===== config.mk =====
export PLATFORM = sky130hd
export DESIGN_NAME = grid_scan_controller
export DESIGN_NICKNAME = d
export VERILOG_FILES = /design/src/rtl/grid_scan_controller.sv
export SDC_FILE = /design/constraint.sdc
export NUM_CORES = 1
export LEC_CHECK = 0
export ABC_AREA = 1
export BUFFER_PORTS_ARGS = -buffer_cell sky130_fd_sc_hd__buf_2
export CAP_MARGIN = 20
export CORE_MARGIN = 2
export CORE_UTILIZATION = 52
export CTS_CLUSTER_SIZE = 10
export DETAILED_ROUTE_END_ITERATION = 7
export GPL_TIMING_DRIVEN = 0
export PLACE_DENSITY = 0.82
export SYNTH_ARGS = -nofsm -noshare
export SYNTH_HDL_FRONTEND = slang
export SYNTH_SLANG_ARGS = --single-unit

===== constraint.sdc =====
create_clock -name clk -period 3.3 [get_ports clk]
set_input_delay 0.495 -clock clk [delete_from_list [all_inputs] [get_ports clk]]
set_output_delay 0.495 -clock clk [all_outputs]
set_load 0.01 [all_outputs]

===== src/rtl/grid_scan_controller.sv =====
// Walks an X_DIM x Y_DIM grid one cell at a time.
// Each cell is offered to the datapath together with cyclic prev/next
// neighbour indices on both axes. The scan advances on step_ready and
// pulses done once the last cell has been consumed.
//
// state | meaning
// IDLE  | waiting for start; mode is latched on the accepting edge
// INIT  | counters cleared, one cycle
// CAL   | cell (x_cur, y_cur) is valid; advance on step_ready
// DONE  | one-cycle done pulse, then back to IDLE
module grid_scan_controller #(
  parameter int X_DIM = 5,
  parameter int Y_DIM = 5,
  parameter int IDX_W = 3
) (
  input  logic             clk,
  input  logic             rst,
  input  logic             start,
  input  logic             mode,
  input  logic             step_ready,
  output logic             busy,
  output logic             cell_valid,
  output logic             last_cell,
  output logic             done,
  output logic [IDX_W-1:0] x_prev,
  output logic [IDX_W-1:0] x_cur,
  output logic [IDX_W-1:0] x_next,
  output logic [IDX_W-1:0] y_prev,
  output logic [IDX_W-1:0] y_cur,
  output logic [IDX_W-1:0] y_next
);

  localparam logic [1:0] S_IDLE = 2'd0;
  localparam logic [1:0] S_INIT = 2'd1;
  localparam logic [1:0] S_CAL  = 2'd2;
  localparam logic [1:0] S_DONE = 2'd3;

  localparam logic [IDX_W-1:0] X_MAX = IDX_W'(X_DIM - 1);
  localparam logic [IDX_W-1:0] Y_MAX = IDX_W'(Y_DIM - 1);
  localparam logic [IDX_W-1:0] ONE   = IDX_W'(1);

  logic [1:0]       state_q, state_d;
  logic [IDX_W-1:0] x_q, x_d;
  logic [IDX_W-1:0] y_q, y_d;
  logic             mode_q, mode_d;
  logic             x_at_max, y_at_max;

  assign x_at_max = (x_q == X_MAX);
  assign y_at_max = (y_q == Y_MAX);

  // Next-state and counter stepping; the inner axis is selected by the latched mode.
  always_comb begin
    state_d = state_q;
    x_d     = x_q;
    y_d     = y_q;
    mode_d  = mode_q;
    case (state_q)
      S_IDLE: begin
        if (start) begin
          state_d = S_INIT;
          mode_d  = mode;
        end
      end
      S_INIT: begin
        x_d     = '0;
        y_d     = '0;
        state_d = S_CAL;
      end
      S_CAL: begin
        if (step_ready) begin
          if (x_at_max && y_at_max) begin
            x_d     = '0;
            y_d     = '0;
            state_d = S_DONE;
          end else if (!mode_q) begin
            if (y_at_max) begin
              y_d = '0;
              x_d = x_q + ONE;
            end else begin
              y_d = y_q + ONE;
            end
          end else begin
            if (x_at_max) begin
              x_d = '0;
              y_d = y_q + ONE;
            end else begin
              x_d = x_q + ONE;
            end
          end
        end
      end
      S_DONE: begin
        state_d = S_IDLE;
      end
      default: begin
        state_d = S_IDLE;
      end
    endcase
  end

  // State, counters and mode latch; reset aborts any scan in progress.
  always_ff @(posedge clk or negedge rst) begin
    if (!rst) begin
      state_q <= S_IDLE;
      x_q     <= '0;
      y_q     <= '0;
      mode_q  <= 1'b0;
    end else begin
      state_q <= state_d;
      x_q     <= x_d;
      y_q     <= y_d;
      mode_q  <= mode_d;
    end
  end

  assign busy       = (state_q != S_IDLE);
  assign cell_valid = (state_q == S_CAL);
  assign last_cell  = cell_valid && x_at_max && y_at_max;
  assign done       = (state_q == S_DONE);

  assign x_cur  = x_q;
  assign y_cur  = y_q;
  assign x_prev = (x_q == '0) ? X_MAX : (x_q - ONE);
  assign x_next = x_at_max ? '0 : (x_q + ONE);
  assign y_prev = (y_q == '0) ? Y_MAX : (y_q - ONE);
  assign y_next = y_at_max ? '0 : (y_q + ONE);

endmodule


==> results of run 1 <==
## state kept, by name, summed over array words and instances (netlist names)
| signal | count |
|---|---|
| mode_q | 1 |
| state_q | 2 |
| x_cur | 3 |
| y_cur | 3 |
## worst reg2reg max path: cells and delay by family (launching register included)
kind	cells	cell delay, ns
buffers and inverters	2	0.23
AND/OR/NAND/NOR	5	0.46
flip-flops	1	0.45
adder cells (fa/ha/maj)	1	0.24
## per-layer routing
metal	part of all wire	GRT usage	vias up
met5	0	0	-
met2	0.47	0.3455	20
li1	-	-	416
met1	0.45	0.2373	347
met4	0.028	0.1091	0
met3	0.050	0.02979	4
## power groups by stage
stage | clock network (mW) | registers (mW) | logic [mW]
floorplan | 0 | 0.199 | 0.436
global placement | 0 | 0.198 | 0.578
detailed placement | 0 | 0.198 | 0.604
CTS | 0.0866 | 0.198 | 0.605
global route | 0.0916 | 0.206 | 0.681
finish | 0.0853 | 0.198 | 0.597
## cell type report
class / instances / area (sq um) / area share
repair buffers: 26 / 130.1 / 0.1347
inverters: 23 / 90.09 / 0.09326
well taps: 16 / 20.02 / 0.02073
multi-input cells: 85 / 474.2 / 0.4909
clock buffers: 4 / 26.28 / 0.02720
flip-flops and latches: 9 / 225.2 / 0.2332
## cell families (layout without fill, tap and decap cells)
group / after synthesis / in the layout / synth area share
adder cells (fa/ha/maj): 10 / 10 / 0.1585
buffers and inverters: 23 / 53 / 0.1141
flip-flops: 9 / 9 / 0.2853
AO/OA/AOI/OAI: 10 / 10 / 0.06814
AND/OR/NAND/NOR: 65 / 65 / 0.3740
## stage by stage
step                std cells  power, mW  setup slack [ns]  cell area, sq um  hold slack (ns)
floorplan                 117     0.6346             1.611             789.5           0.1994
global placement          159     0.7760             1.492             939.7           0.3543
detailed placement        159     0.8026             1.478             939.7           0.3585
CTS                       163     0.8891             1.181             965.9          0.07739
global route              163     0.9785             1.017             965.9          0.08337
finish                    163     0.8803             1.177             965.9          0.07658
## path summary, 6_finish.rpt
check                             end  slack, ns
max                         last_cell       1.18
min                        state_q[0]       0.08
max reg2reg                  x_cur[1]       1.80
min reg2reg                state_q[0]       0.52
max in group asynchronous    x_cur[0]       3.04
min in group clk               mode_q       0.48
## synthesized netlist by cell type
master                     instances  area [sq um]
sky130_fd_sc_hd__a21oi_1           4         20.02
sky130_fd_sc_hd__clkinv_2          1         5.000
sky130_fd_sc_hd__dfrtp_1           9         225.2
sky130_fd_sc_hd__ha_1             10         125.1
sky130_fd_sc_hd__inv_1            20         75.07
sky130_fd_sc_hd__inv_2             1         3.750
sky130_fd_sc_hd__inv_4             1         6.260
sky130_fd_sc_hd__nand2_1          30         112.6
sky130_fd_sc_hd__nand2_2           4         25.02
sky130_fd_sc_hd__nand3_1           9         45.04
sky130_fd_sc_hd__nor2_1           17         63.81
sky130_fd_sc_hd__nor2_2            1         6.260
sky130_fd_sc_hd__nor2_4            1         11.26
sky130_fd_sc_hd__nor2_8            1         20.02
sky130_fd_sc_hd__nor3_1            1         5.000
sky130_fd_sc_hd__o21ai_0           5         25.02
sky130_fd_sc_hd__o21ai_2           1         8.760
sky130_fd_sc_hd__or2_2             1         6.260
==> summary.md, run 1 <==
The via count of the first global-routing pass is 727. In the final routed layout, each cell accounts on average for 9.724 um. The worst setup path is launched from a flop. The worst clock skew is 0.002180 ns, and the worst-case reg-to-reg path depth is 8. Clock tree synthesis selected as its root buffer the cell sky130_fd_sc_hd__clkbuf_4.

The final worst-path cycle share works out to 0.6434. The run gives 1846 sq um as the overall die area. The number of standard cells after synthesis came out at 117. The cell area that synthesis handed to floorplanning was 789.5 sq um. The flow ran to the end, and the final reports show no timing, DRC or antenna violations. The area growth from synthesis to layout is 22.35%. The critical path depth in cells was 7. In the layout the commonest cells are 30 x sky130_fd_sc_hd__nand2_1, 26 x sky130_fd_sc_hd__buf_2, 20 x sky130_fd_sc_hd__inv_1. In this run the static leakage power is 0.5861 nW. In this run the power spent charging and discharging nets is 443.6 uW. Input and output buffers added on the ports amount to 26. The maximum count of clock buffers along a single path is 2, and the core region area is 1471 sq um. The run gives 9 as the sink count of the clock tree.

The violation count after the first detailed-route iteration was 8. The worst register-to-register path begins at y_cur[0]. The count of final max-slew check failures came out at 0. Most frequent standard cell in the layout excluding fill and tap cells: sky130_fd_sc_hd__nand2_1. In this run, CTS created clock tree buffers numbering 3. Achievable clock frequency: 471.0 MHz. For the pin with the worst max-slew slack, the measured transition is 0.2619 ns.

For the relative slew slack, the log shows 0.8254. The number of warnings issued by yosys was 0; the fraction of power consumed by sequential logic was 0.225. The number of remaining DRC errors came out at 0.

The tools report the total count of hold-check failures in the final report as 0. Summing over every cut layer, the via total after detailed routing is 787. Detailed placement finished with a half-perimeter wire length of 1329 um. The number of antenna diodes in the final layout is 0.

The run gives 18 as the unique cell type count in the Yosys netlist. The total internal power was 436.7 uW; the post-CTS setup buffer count was 0. The run gives 0.097 as the clock network power share. For the share of synthesized area occupied by flip-flops and latches, the log shows 0.2853. The combinational group share of total power is 0.678, and the register bit total from synthesis is 9. A synthesized cell averages 6.748 sq um. The critical path goes through inv_1, ha_1, nand2_1, clkinv_2, nand2_2, nor2_1, buf_2.

The overall fraction of global-route tracks in use came out at 0.2009. The share of post-route cells with drive strength above 1 is 0.2789. The smallest clock period supported by the final layout is computed as 2.123 ns. For the final layout net count, the log shows 163. The worst setup path is captured at an output port. 27 I/O pins were placed.

The switching fraction of total power is 0.5039. By startpoint and endpoint, the worst setup path is classified as reg -> out. For this run the aggregate overflow at the end of global routing stands at 0. For this run, the slowest stage of the critical path takes 0.45 ns. The largest fanout on the critical path came out at 7. After clock tree synthesis, the clock-pin slew on the worst setup and hold paths is 0.06 ns. Setup violations remaining at the end of the flow were counted as 0. Type of the tightest min-delay check: in -> async. For the initial antenna violation count, the log shows 0. Among cell families on the critical path, the largest total delay comes from flip-flops.

For this design the ratio of total power to cell area is 911.4 nW/um^2. After floorplanning, the core was divided into 14 placement rows. TritonCTS built the clock tree.

The logs give 1585 um for the total wirelength of the detailed-routed design and 0.8116 for the final weighted congestion in routability-driven placement. The width of the die was 42.97 um. Synthesis produced a netlist with a net count of 132. The worst-case IR drop observed on VDD is 0.4499 mV. The data arrival time at the worst-slack endpoint was 1.63 ns; the H-tree depth was 1. The most critical setup path has its startpoint at y_cur[0]. The first detailed-routing pass ran for 4 iterations. On the critical path, the stage with the largest delay is an instance of sky130_fd_sc_hd__dfrtp_1. Dividing the detail-routed via count by the number of cells gives 4.828. The count of nets left with antenna violations once routing finished came out at 0. For the number of cells upsized or downsized after cts, the log shows 0. Setup repair after global routing left no endpoint under its margin.

At the later pin of the worst-skew pair, clock insertion delay measures 0.26 ns. The first global-routing pass estimated 2794 um of wire. The run gives 0.5366 as the effective utilization at floorplan. The die is 42.97 um tall.

The setup total negative slack is 0 ns, and the maximum number of pins on one net before global-route repair is 10. The number of max-capacitance violations reported is 0. The end-of-flow core utilization is 0.6565. Counting the fill cells in the layout gives 131.

The number of buffers inserted by hold repair at cts was 0. The required time at the endpoint of the critical path came out at 2.80 ns. The number of buffers and inverters on the critical path is 3.
No activity file was read; power rests on OpenSTA's default activity.
==> run 2: changes to the inputs <==
- CORE_UTILIZATION: 52 -> 48
- PLACE_DENSITY: 0.82 -> 0.77
- clock period: 3.3 -> 2.1 ns (I/O delays scaled with it)
==> run 2 against run 1 <==
  * Register-to-register slack worse by 1.2 ns
  * Clock skew is 0.00062 ns lower
  * Sequential share of layout area is 0.24 points lower
  * Sequential power is 57% higher
==> summary.md, run 2 (synthesis gave the netlist of run 1 again) <==
Leaving out fill and tap cells, the most frequent cell in the layout is sky130_fd_sc_hd__nand2_1. The logs give 0 (unchanged) for the post-detailed-route count of antenna-violating nets and 10 (unchanged) for the maximum number of pins on one net before global-route repair. The final worst-path cycle share was 0.9172. The number of buffers inserted by port buffering was 26 (unchanged); the total count of hold-check failures in the final report was 0 (unchanged). The type of the tightest min-delay check was in -> reg. The fill cell instance count of the final layout was 148 (+13%); the post-CTS setup buffer count was 0 (unchanged).

The run gives 0 (unchanged) as the final setup violation count. The sink count of the clock tree was 9 (unchanged); the overall die area was 1985 sq um (+7.5%). Worst-case reg-to-reg path depth: 8 (unchanged). TritonCTS built the clock tree. The tools report the number of cells upsized or downsized after cts as 0 (unchanged). The routed length per instance is 9.841 um (+1.2%), and the combined area of the multi-input logic cells is 474.2 sq um (unchanged). The vertical die dimension was 44.56 um (+3.7%); the final weighted congestion in routability-driven placement was 0.7714 (-5.0%). The final layout net count was 164 (+0.61%); the clock network latency to the later pin of the worst-skew pair was 0.25 ns (about the same). The tools report the wire length of the first global-routing pass as 2704 um (-3.2%). The run gives 0.001557 ns (-0.0006237 ns) as the worst clock skew. The initial antenna violation count was 0 (unchanged); the number of vias after detailed routing was 789 (+0.25%). Cell with the biggest individual delay on the critical path: sky130_fd_sc_hd__dfrtp_1.

For the number of iterations in the first detailed-routing pass, the log shows 4 (unchanged). The worst-case vdd ir drop was 0.6784 mV (+51%); the placed instance area was 939.7 sq um (unchanged). H-tree depth: 1 (unchanged). The critical path start-end classification was reg -> out.

The critical path goes through inv_1, ha_1, nand2_1, clkinv_2, nand2_2, nor2_1, buf_2. For the setup total negative slack, the log shows 0 ns (unchanged). Setup repair after global routing left no endpoint under its margin. The cell depth of the worst hold path came out at 3. The root buffer selected by CTS is sky130_fd_sc_hd__clkbuf_4. The stage delay of the slowest cell on the critical path was 0.46 ns (about the same); the core region area was 1524 sq um (+3.6%). For the number of standard-cell rows in the floorplan, the log shows 14 (unchanged).

The worst setup path is captured at an output port. The worst setup path is launched from a flop. The run gives 0.8253 (about the same) as the relative slew slack. The tools report the maximum count of clock buffers along a single path as 2 (unchanged). The register cell area after layout is 225.2 sq um (unchanged), and the critical path depth in cells is 7 (unchanged). For the static leakage, the log shows 0.5903 nW (+0.71%). The number of remaining DRC errors was 0 (unchanged); the post-route minimum period was 1.926 ns.

The data arrival time at the worst-slack endpoint is 1.61 ns (-0.02 ns), and the count of final max-slew check failures is 0 (unchanged). The number of clock buffers inserted by TritonCTS was 3 (unchanged). Leaving out fill and tap cells, the most frequent cells in the layout are 30 x sky130_fd_sc_hd__nand2_1, 26 x sky130_fd_sc_hd__buf_2, 20 x sky130_fd_sc_hd__inv_1.

The overall fraction of global-route tracks in use was 0.1863 (-0.01454). The share of post-route cells with drive strength above 1 came out at 0.2770 (-0.001885). The violation count after the first detailed-route iteration is 19 (+11), and the post-CTS clock slew at the launch and capture registers of the worst setup and hold paths is 0.06 ns (about the same). The number of buffers inserted by hold repair at cts is 1 (+1), and the number of antenna cells inserted is 0 (unchanged). For the number of I/O pins, the log shows 27 (unchanged). The total wirelength of the detailed-routed design is 1614 um (+1.8%). Area of all placed cells without fillers: 975.9 sq um (+1.0%).

The effective utilization at floorplan was 0.5181 (-0.01850). The largest fanout on the critical path is 7 (unchanged), and the total buffers and inverters traversed by the critical path is 3 (unchanged). Compared with the post-synthesis result, the final layout area differs by 23.61%. The run gives 1333 um (+0.34%) as the placed wire-length estimate. The via count of the first global-routing pass was 688 (-5.4%). The slew at the pin with the worst max-slew slack is 0.2621 ns (+0.0001631 ns), and the power per cell area is 1415 nW/um^2 (+55%). The width of the die was 44.56 um (+3.7%). The tools report the end-of-flow core utilization as 0.6404 (-0.01607). Top cell family by delay on the critical path: flip-flops.

The required time at the endpoint of the critical path was 1.78 ns (-1.02 ns); the number of max-capacitance violations reported was 0 (unchanged). The via count normalized by instance count was 4.811 (-0.36%); the global route total overflow was 0 (unchanged). For the achievable clock frequency, the log shows 519.2 MHz.

The flow ran to the end, and the final reports show no timing, DRC or antenna violations.
run 2: cell types whose count changed in the layout (fill, tap and decap cells not counted), sizes merged:
cell         before  now
dlygate4sd3       0    1
run 2: stage by stage:
| stage | hold WS, ns | std cells | power, mW | worst slack (ns) |
|---|---|---|---|---|
| CTS | 0.3054 | 164 | 1.395 | 0.1654 |
| finish | 0.3141 | 164 | 1.381 | 0.1739 |
| global route | 0.3261 | 164 | 1.534 | 0.001625 |
| floorplan | 0.01941 | 117 | 0.9973 | 0.5908 |
| detailed placement | 0.1747 | 159 | 1.260 | 0.4494 |
| global placement | 0.1691 | 159 | 1.224 | 0.4728 |
run 2: area by class of cell:
| class | count | area share |
|---|---|---|
| Inverter | 23 | 0.09231 |
| Tap cell | 16 | 0.02051 |
| Sequential cell | 9 | 0.2308 |
| Multi-Input combinational cell | 85 | 0.4859 |
| Timing Repair Buffer | 27 | 0.1436 |
| Clock buffer | 4 | 0.02692 |
run 2: final timing paths:
path	from	endpoint	slack (ns)
min in group asynchronous	rst	state_q[1]	0.44
worst min-delay path	mode	mode_q	0.31
max in group asynchronous	rst	x_cur[1]	1.49
worst max register to register	y_cur[0]	x_cur[2]	0.59
worst min register to register	state_q[0]	state_q[0]	0.52
worst max-delay path	y_cur[0]	last_cell	0.17
run 2: routing by layer:
layer / up-vias / share of wire / track usage
met3: 2 / 0.050 / 0.01224
met4: 0 / 0.012 / 0.1091
met1: 342 / 0.45 / 0.2298
met2: 25 / 0.49 / 0.3159
li1: 420 / - / -
met5: - / 0 / 0
run 2: power by group:
part,switching (mW),total [mW],internal [mW]
Sequential,0.0728,0.311,0.238
Combinational,0.570,0.944,0.374
Clock,0.0534,0.126,0.0728
run 2: tightest hold or removal path: stages:
cell                      delay (ns)
sky130_fd_sc_hd__buf_2          0.07
sky130_fd_sc_hd__nor2_1         0.03
sky130_fd_sc_hd__a21oi_1        0.10
==> run 3: changes to the inputs <==
- CORE_UTILIZATION: 48 -> 44
- PLACE_DENSITY: 0.77 -> 0.71
==> run 3 against run 2 <==
  * First-iteration DRC count down 26%
  * Worst hold slack better by 0.0039 ns
  * Clock skew down 0.0011 ns
  * Setup slack better by 0.0044 ns
  * Global-route usage down 0.87 points
  * Clock power about the same
  * Routed wire length down 2.0%
  * Sequential power up 1%
  * Utilization down 6.2 points
  * Flip-flop and latch count unchanged
  * Combinational power down 0.7%
  * Non-clock buffer count unchanged
==> summary.md, run 3 (synthesis gave the netlist of run 1 again) <==
The worst-case setup slack after placement is 0.4451 ns (-0.004271 ns). Relative to the synthesized area, the layout overhead comes to 25.04%. The largest fanout on the critical path was 7 (unchanged); the maximum number of pins on one net before global-route repair was 10 (unchanged). For this design, the slowest cell found on the critical path is sky130_fd_sc_hd__dfrtp_1.

The number of standard-cell rows in the floorplan was 15 (+1); the achievable clock frequency was 520.4 MHz (+0.23%). The tools report the number of remaining DRC errors as 0 (unchanged). The static leakage is 0.5903 nW (unchanged), and the register cell area after layout is 225.2 sq um (unchanged). The number of iterations in the first detailed-routing pass is 4 (unchanged). Leaving out fill and tap cells, the most frequent cells in the layout are 30 x sky130_fd_sc_hd__nand2_1, 26 x sky130_fd_sc_hd__buf_2, 20 x sky130_fd_sc_hd__inv_1. The share of post-route cells with drive strength above 1 is 0.2770 (unchanged), and the total instance count after detailed placement is 168 (+5.7%). The total count of hold-check failures in the final report was 0 (unchanged). The kind of start point of the critical path is a flop. The stage delay of the slowest cell on the critical path was 0.46 ns (about the same). Overall power of the completed layout: 1.379 mW (-0.11%). The number of vias after detailed routing was 800 (+1.4%); the number of max-capacitance violations reported was 0 (unchanged). Routed length per instance: 9.145 um (-7.1%). The wire length of the first global-routing pass came out at 2746 um (+1.6%).

The tree is rooted in a sky130_fd_sc_hd__clkbuf_4. The slew at the pin with the worst max-slew slack is 0.2655 ns (+0.003405 ns). The fill cell instance count of the final layout was 196 (+32%); the combined area of the multi-input logic cells was 474.2 sq um (unchanged).

The post-detailed-route count of antenna-violating nets was 0 (unchanged); the final weighted congestion in routability-driven placement was 0.7641 (-0.95%). The tools report the overall fraction of global-route tracks in use as 0.1777 (-0.008688). The vertical die dimension was 46.36 um (+4.1%); the sink count of the clock tree was 9 (unchanged). The tools report the effective utilization at floorplan as 0.4623 (-0.05579). TritonCTS built the clock tree. For the core region area, the log shows 1708 sq um (+12%). The signal on the critical path passes through inv_1, ha_1, nand2_1, clkinv_2, nand2_2, nor2_1, buf_2. The final layout net count is 164 (unchanged), and the setup total negative slack is 0 ns (unchanged). The worst clock skew is 0.0004342 ns (-0.001122 ns). The tools report the number of cells upsized or downsized after cts as 0 (unchanged).

The flow ran to the end, and the final reports show no timing, DRC or antenna violations. The via count normalized by instance count is 4.624 (-3.9%). The run gives 14 (-5) as the violation count after the first detailed-route iteration. The final cell count without fillers is 173 (+5.5%), and the placed wire-length estimate is 1368 um (+2.6%). The run gives 27 (unchanged) as the number of I/O pins. The logs give 711 (+3.3%) for the via count of the first global-routing pass and 3 (unchanged) for the number of clock buffers inserted by TritonCTS. The run gives 0.6547 mV (-3.5%) as the worst-case vdd ir drop. Number of antenna cells inserted: 0 (unchanged). Setup repair after global routing left no endpoint under its margin. The tools report the total wirelength of the detailed-routed design as 1582 um (-2.0%).

The power per cell area works out to 1397 nW/um^2 (-1.3%). The initial antenna violation count was 0 (unchanged); the area of all placed cells without fillers was 987.2 sq um (+1.2%). The required time at the endpoint of the critical path came out at 1.78 ns (about the same). The number of buffers inserted by port buffering was 26 (unchanged); the global route total overflow was 0 (unchanged).

The maximum count of clock buffers along a single path came out at 2 (unchanged). The type of the tightest min-delay check was in -> reg. The post-route minimum period is 1.922 ns (-0.004360 ns). The post-CTS clock slew at the launch and capture registers of the worst setup and hold paths was 0.06 ns (about the same).

STA classifies the critical path endpoint as an output port. The width of the die came out at 46.36 um (+4.1%). The run gives 950.9 sq um (+1.2%) as the placed instance area. The count of final max-slew check failures came out at 0 (unchanged). For the relative slew slack, the log shows 0.8230 (-0.002270). The run gives 0.1783 ns (+0.004360 ns) as the final worst setup slack. Data arrival time at the worst-slack endpoint: 1.61 ns (about the same). The run gives 1 (unchanged) as the H-tree depth. The critical path start-end classification was reg -> out.

The overall die area was 2149 sq um (+8.3%). Leaving out fill and tap cells, the most frequent cell in the layout is sky130_fd_sc_hd__nand2_1. The total buffers and inverters traversed by the critical path was 3 (unchanged); the final setup violation count was 0 (unchanged). For the clock network latency to the later pin of the worst-skew pair, the log shows 0.25 ns (about the same).

The cell family contributing the most delay on the critical path is flip-flops. The final worst-path cycle share is 0.9151 (-0.002076).
==> run 3: tightest hold or removal path, stage by stage <==
cell	delay (ns)
sky130_fd_sc_hd__buf_2	0.08
sky130_fd_sc_hd__nor2_1	0.03
sky130_fd_sc_hd__a21oi_1	0.11
==> run 3: where the power goes <==
part | switching, mW | total [mW] | internal (mW)
clock | 0.0552 | 0.128 | 0.0729
sequential | 0.0767 | 0.315 | 0.238
combinational | 0.561 | 0.937 | 0.376
==> run 3: final timing paths <==
kind	startpoint	endpoint	slack, ns	cells past startpoint
max	y_cur[0]	last_cell	0.18	7
min	mode	mode_q	0.32	3
max reg2reg	y_cur[0]	x_cur[0]	0.60	8
min reg2reg	state_q[0]	state_q[0]	0.51	2
max in group asynchronous	rst	mode_q	1.49	2
min in group asynchronous	rst	y_cur[2]	0.44	2
==> run 3: area by class of cell <==
| class | count | area share |
|---|---|---|
| clock buffer | 4 | 0.02662 |
| inverter | 23 | 0.09125 |
| multi-input combinational | 85 | 0.4804 |
| sequential | 9 | 0.2281 |
| tap | 25 | 0.03169 |
| timing repair buffer | 27 | 0.1420 |
==> run 3: what timing repair did <==
action / in CTS / in global routing
hold buffers: 1 / 0
endpoints found under the setup margin: 0 / 0
setup buffers: 0 / 0
hold endpoints to repair: 9 / 0
==> run 3: metrics by stage <==
stage	utilization	hold slack (ns)
2_1_floorplan	-	0.01941
3_3_place_gp	0.5568	0.1732
3_5_place_dp	0.5568	0.1783
4_1_cts	0.5780	0.3205
5_1_grt	0.5780	0.3619
6_report	0.5780	0.3180
==> run 3: layer usage <==
metal,track usage,routed length [um]
met4,0.08571,15
met1,0.2172,707
met3,0.03137,68
met2,0.2972,791
met5,0,0
